===== src/rtl/contador_ocupacao_pkg.sv =====
// Shared definitions for the occupancy counter and the flow controller:
// debounce state encoding and default lot/debounce constants.
package contador_ocupacao_pkg;

    typedef enum logic [1:0] {
        BAIXO,
        SUBINDO,
        ALTO,
        DESCENDO
    } estado_deb_t;

    localparam int unsigned CAPACITY_PADRAO   = 8;
    localparam int unsigned DEB_CYCLES_PADRAO = 4;

endpackage


===== src/rtl/contador_ocupacao_filtro_sensor.sv =====
// filtro_sensor: 2-flop synchronizer followed by a debounce FSM for one raw
// sensor. Emits a 1-cycle pulse when a rise is accepted and the debounced level.
module filtro_sensor
    import contador_ocupacao_pkg::*;
#(
    parameter int unsigned DEB_CYCLES = DEB_CYCLES_PADRAO
) (
    input  logic clk,
    input  logic reset,
    input  logic bruto,
    output logic pulso_subida,
    output logic nivel
);

    localparam int unsigned CW = (DEB_CYCLES > 2) ? $clog2(DEB_CYCLES) : 1;

    logic [1:0]    sinc;
    logic          amostra;
    estado_deb_t   estado;
    logic [CW-1:0] cnt;

    generate
        if (DEB_CYCLES < 2) begin : g_chk_deb
            $error("filtro_sensor: DEB_CYCLES must be at least 2");
        end
    endgenerate

    assign amostra = sinc[1];

    // Bring the asynchronous sensor into the clock domain.
    always_ff @(posedge clk) begin
        if (reset) sinc <= '0;
        else       sinc <= {sinc[0], bruto};
    end

    // Debounce: a level is accepted after DEB_CYCLES consecutive equal samples;
    // cnt holds the number of samples already seen in the current run.
    always_ff @(posedge clk) begin
        if (reset) begin
            estado       <= BAIXO;
            cnt          <= '0;
            pulso_subida <= 1'b0;
            nivel        <= 1'b0;
        end else begin
            pulso_subida <= 1'b0;
            case (estado)
                BAIXO: begin
                    if (amostra) begin
                        estado <= SUBINDO;
                        cnt    <= CW'(1);
                    end
                end
                SUBINDO: begin
                    if (!amostra) begin
                        estado <= BAIXO;
                    end else if (cnt == CW'(DEB_CYCLES - 1)) begin
                        estado       <= ALTO;
                        nivel        <= 1'b1;
                        pulso_subida <= 1'b1;
                    end else begin
                        cnt <= cnt + CW'(1);
                    end
                end
                ALTO: begin
                    if (!amostra) begin
                        estado <= DESCENDO;
                        cnt    <= CW'(1);
                    end
                end
                DESCENDO: begin
                    if (amostra) begin
                        estado <= ALTO;
                    end else if (cnt == CW'(DEB_CYCLES - 1)) begin
                        estado <= BAIXO;
                        nivel  <= 1'b0;
                    end else begin
                        cnt <= cnt + CW'(1);
                    end
                end
                default: estado <= BAIXO;
            endcase
        end
    end

endmodule


===== src/rtl/contador_ocupacao.sv =====
// contador_ocupacao: debounces the entry (SE) and exit (SI) sensors and keeps
// a saturating lot occupancy count with Full/Contador/Erro flags.
// Optional almost-full flag enabled by defining CONTADOR_QUASE_CHEIO_EN.
module contador_ocupacao
    import contador_ocupacao_pkg::*;
#(
    parameter int unsigned CAPACITY      = CAPACITY_PADRAO,
    parameter int unsigned CNT_W         = 4,
    parameter int unsigned DEB_CYCLES    = DEB_CYCLES_PADRAO,
    parameter int unsigned ALMOST_MARGIN = 1
) (
    input  logic             CLK,
    input  logic             reset,
    input  logic             SE,
    input  logic             SI,
    input  logic             Liberado,
    output logic             Full,
    output logic             Contador,
    output logic [CNT_W-1:0] ocupacao,
    output logic             Erro,
    output logic             QuaseCheio
);

    logic             pulso_se;
    logic             pulso_si;
    logic             entra;
    logic             sai;
    logic [CNT_W-1:0] prox;
    logic             erro_ev;

    generate
        if ((2 ** CNT_W) <= CAPACITY) begin : g_chk_w
            $error("contador_ocupacao: CNT_W too narrow for CAPACITY");
        end
        if (ALMOST_MARGIN > CAPACITY) begin : g_chk_m
            $error("contador_ocupacao: ALMOST_MARGIN exceeds CAPACITY");
        end
    endgenerate

    filtro_sensor #(.DEB_CYCLES(DEB_CYCLES)) u_se (
        .clk          (CLK),
        .reset        (reset),
        .bruto        (SE),
        .pulso_subida (pulso_se),
        .nivel        ()
    );

    filtro_sensor #(.DEB_CYCLES(DEB_CYCLES)) u_si (
        .clk          (CLK),
        .reset        (reset),
        .bruto        (SI),
        .pulso_subida (pulso_si),
        .nivel        ()
    );

    assign entra = pulso_se & Liberado;
    assign sai   = pulso_si;

    // Next occupancy and error event; a simultaneous entry+exit cancels unless
    // the lot is full, where only the exit is effective.
    always_comb begin
        prox    = ocupacao;
        erro_ev = 1'b0;
        if (entra && sai) begin
            if (ocupacao == CNT_W'(CAPACITY)) prox = ocupacao - CNT_W'(1);
        end else if (entra) begin
            if (ocupacao < CNT_W'(CAPACITY)) prox = ocupacao + CNT_W'(1);
            else                             erro_ev = 1'b1;
        end else if (sai) begin
            if (ocupacao != '0) prox = ocupacao - CNT_W'(1);
            else                erro_ev = 1'b1;
        end
    end

    // Occupancy register; flags derive from the next value so they track it.
    always_ff @(posedge CLK) begin
        if (reset) begin
            ocupacao <= '0;
            Full     <= 1'b0;
            Contador <= 1'b0;
            Erro     <= 1'b0;
        end else begin
            ocupacao <= prox;
            Full     <= (prox == CNT_W'(CAPACITY));
            Contador <= (prox != '0);
            Erro     <= Erro | erro_ev;
        end
    end

`ifdef CONTADOR_QUASE_CHEIO_EN
    // Almost-full flag, registered alongside Full.
    always_ff @(posedge CLK) begin
        if (reset) QuaseCheio <= 1'b0;
        else       QuaseCheio <= (prox >= CNT_W'(CAPACITY - ALMOST_MARGIN));
    end
`else
    assign QuaseCheio = 1'b0;
`endif

endmodule

===== config.mk =====
export PLATFORM = sky130hd
export DESIGN_NAME = contador_ocupacao
export DESIGN_NICKNAME = d
export VERILOG_FILES = /design/src/rtl/contador_ocupacao_pkg.sv /design/src/rtl/contador_ocupacao_filtro_sensor.sv /design/src/rtl/contador_ocupacao.sv
export SDC_FILE = /design/constraint.sdc
export NUM_CORES = 1
export LEC_CHECK = 0
export CAP_MARGIN = 20
export CORE_MARGIN = 3
export CORE_UTILIZATION = 47
export CTS_CLUSTER_SIZE = 25
export DETAILED_ROUTE_END_ITERATION = 8
export HOLD_SLACK_MARGIN = 0.02
export PLACE_DENSITY = 0.85
export SYNTH_ARGS = -nofsm -noshare
export SYNTH_HDL_FRONTEND = slang
export SYNTH_SLANG_ARGS = --single-unit

===== constraint.sdc =====
create_clock -name CLK -period 1.8 [get_ports CLK]
set_input_delay 0.27 -clock CLK [delete_from_list [all_inputs] [get_ports CLK]]
set_output_delay 0.27 -clock CLK [all_outputs]
set_load 0.005 [all_outputs]

==> results.ini <==
[status]
status = completed

[placed_design]
dp_hpwl_um = 1358
io_buffers = 11
pre_cts_slack_ns = -0.1314
gp_congestion = 0.9115

[min_path]
worstHoldStart = u_se.sinc[0]
holdPathEnd = u_se.sinc[1]
hold_path.class = reg -> reg
hold_depth = 1

[job]
cap_violations = 0

[setup_path]
crit_required_ns = 1.96
end_kind = flop
timing.rr.end = Contador
slowest_stage = dfxtp_1
cp_cell_sequence = inv_1, ha_2, nand2b_4, mux2i_1, o32ai_1, a221oi_2, a41oi_1
crit_family = compound AO/OA/AOI/OAI gates
criticalPathCategory = reg -> reg
crit_buf_inv = 1
rrSetupSlack_ns = 0.15
regToRegStartpoint = ocupacao[0]
arrival_ns = 1.82
critPathLaunchType = flop
critPathMaxFanout = 6
cpPeakStageDelay_ns = 0.34
r2r_cells = 7

[grt]
grt_usage_pct = 15.38
antenna_found_initial = 0
grt_max_degree = 20
grt_pass1_vias = 736
grt_use_met1_pct = 18.66
grt_busiest_layer = met2
gr-total-overflow = 0
met3_usage_pct = 3.207
grt_pass1_wl_um = 3070
use_met2_pct = 25.54

[clocking]
cts_hold_buf = 0
cts_inserted_buffers = 3
root_buffer = clkbuf_4
cts_max_level = 1
clock_latency_ns = 0.30
clock-sinks = 21
path_clk_slew_ns = 0.11
cts_tree = built
clock_path_buffers = 2

[synth]
synth_simple_gate_area_share_pct = 23.55
synth_top_family_by_area = simple AND/OR/NAND/NOR gates
ys_types = 38
synthMuxAreaShare_pct = 2.105
synthCells = 98
synth_area_per_cell_um2 = 9.703
ys.flop_type = dfxtp_1
ys.warnings.count = 0
synth_fa_ha_area_share_pct = 5.263
ys_ff_latch = 21
synth-edff-count = 0
syn_area_um2 = 950.9
synth_top_cell_area_share_pct = 44.21
synth_area_leaders = dfxtp_1 (44%), ha_1 (5.3%), nor2_1 (4.7%)
ys_seq_area_share_pct = 44.21
synth_nets = 107
synth_top_cell_by_area = dfxtp_1
synthXorXnorAreaFrac_pct = 2.763
synthArstFlopShare_pct = 0
synth_compound_area_share_pct = 18.03

[final_layout]
fill_cells = 164
num_antenna_cells = 0
syn_to_final_growth_pct = 21.97
final_core_util_pct = 63.71
layout-drive-gt1-share_pct = 15.52
nets = 126

[die]
pin_count = 13
die_area_mm2 = 0.002599
die_y_um = 50.98
row_count = 15
die_x_um = 50.98
start_util_pct = 52.23
core_area_mm2 = 0.001821

[route]
via_per_inst = 5.426
ant_nets = 0
via_count = 765
drcViolationCount = 0
first_pass_iters = 4
wl_per_cell_um = 12.79
routed_wirelength_um = 1803
drt_iter0_markers = 10

[sta]
clock_skew_ns = 0.001990
hold_violations = 0
post-route-min-period_ns = 1.652
fin_ws_ns = 0.1480
fin_crit_sh_pct = 91.78
finalSetupViolations = 0
max_freq_mhz = 605.3
slew_violations = 0
rsz0062_at_grt = false

[power_and_ir_drop]
power_density_mw_per_mm2 = 631.2
clkPwrFrac_pct = 30.4
cellInternalPower_w = 0.0005759
p_switching_w = 0.0001563
power_frac_comb_pct = 4.4
switching_share_pct = 21.35
leakage_nw = 0.4462
power.share.sequential_pct = 65.2
ir_worst_vdd_mv = 0.4929

-- Yosys cell counts, types with 2 or more instances --
library cell   n
clkbuf_1       2
nor4b_1        2
nand3_1        2
dfxtp_1       21
nor2b_1        6
a22oi_1        2
a211oi_1       2
inv_1          2
mux2i_1        2
nor2_1        12
nand2_1        7
a21oi_1        4
a22o_1         2
a32o_1         2
ha_1           4
xnor2_1        3
a311oi_1       2
-- per-layer routing --
metal	share of wire [%]	vias to the layer above
met2	49	10
met3	2.7	2
met4	1.0	0
met5	0	-
li1	-	391
met1	48	362
-- power groups by stage --
| stage | Sequential [W] | Clock [W] | Combinational (W) |
|---|---|---|---|
| global route | 0.000479 | 0.000239 | 0.0000359 |
| floorplan | 0.000487 | 0 | 0.0000199 |
| finish | 0.000478 | 0.000222 | 0.0000320 |
| detailed placement | 0.000488 | 0 | 0.0000319 |
| global placement | 0.000488 | 0 | 0.0000304 |
| CTS | 0.000478 | 0.000228 | 0.0000321 |
-- metrics by stage --
stage | hold WS, ns | TNS (ns) | area, µm² | cells | power, W
finish | 0.4491 | 0 | 1160 | 141 | 0.0007321
floorplan | 0.3982 | 0 | 950.9 | 98 | 0.0005070
CTS | 0.4516 | 0 | 1157 | 141 | 0.0007383
global placement | 0.4188 | -0.1235 | 1125 | 137 | 0.0005184
global route | 0.4835 | 0 | 1160 | 141 | 0.0007534
detailed placement | 0.4256 | -0.2265 | 1125 | 137 | 0.0005203
-- cell type report --
type,count,area (µm²),share of cell area [%]
inverters,4,15.01,1.295
multi-input cells,69,504.2,43.47
repair buffers,18,162.7,14.02
clock buffers,4,26.28,2.265
well taps,25,31.28,2.697
flip-flops and latches,21,420.4,36.25
-- cell usage in the layout, fill, tap and decap left out, types with 2 or more instances in the layout --
master / n
xnor2_1: 3
nand3_1: 2
clkdlybuf4s50_1: 11
a22oi_1: 2
nor4b_1: 2
nor2b_1: 6
clkbuf_4: 3
nor2_1: 12
a22o_1: 2
buf_4: 7
a311oi_1: 2
a211oi_1: 2
a32o_1: 2
nand2_1: 7
a21oi_1: 4
inv_1: 2
ha_1: 3
dfxtp_1: 21
a221oi_2: 2
mux2i_1: 2
-- logic make-up after synthesis --
family	after synthesis
adders and majority gates	4
xor gates and xnor gates	3
muxes	2
buffers and inverters	8
DFF	21
other	1
and+or+nand+nor	38
AOI/OAI and AO/OA	21
-- state kept, by name, summed over array words and instances (netlist names), named ones only --
register           flops
u_si.pulso_subida      1
Contador               1
u_si.sinc              2
u_se.pulso_subida      1
ocupacao               4
Full                   1
u_se.cnt               2
u_se.estado            1
u_se.sinc              2
u_si.estado            1
Erro                   1
u_si.cnt               2
-- worst max-delay path by stage --
| stage | from | to | depth (start not counted) |
|---|---|---|---|
| 6_report | ocupacao[0] | Contador | 7 |
| 5_1_grt | ocupacao[0] | Contador | 7 |
| 4_1_cts | ocupacao[0] | Contador | 7 |
| 3_5_place_dp | Liberado | Contador | 6 |
| 3_3_place_gp | Liberado | Contador | 6 |
| 2_1_floorplan | ocupacao[0] | Contador | 7 |
-- what timing repair did --
item / CTS / global route
setup buffers: 0 / 0
endpoints found under the setup margin: 2 / 2
hold endpoints to repair: 0 / 0
gates resized for setup: 1 / 1
(Power assumes the default switching activity.)
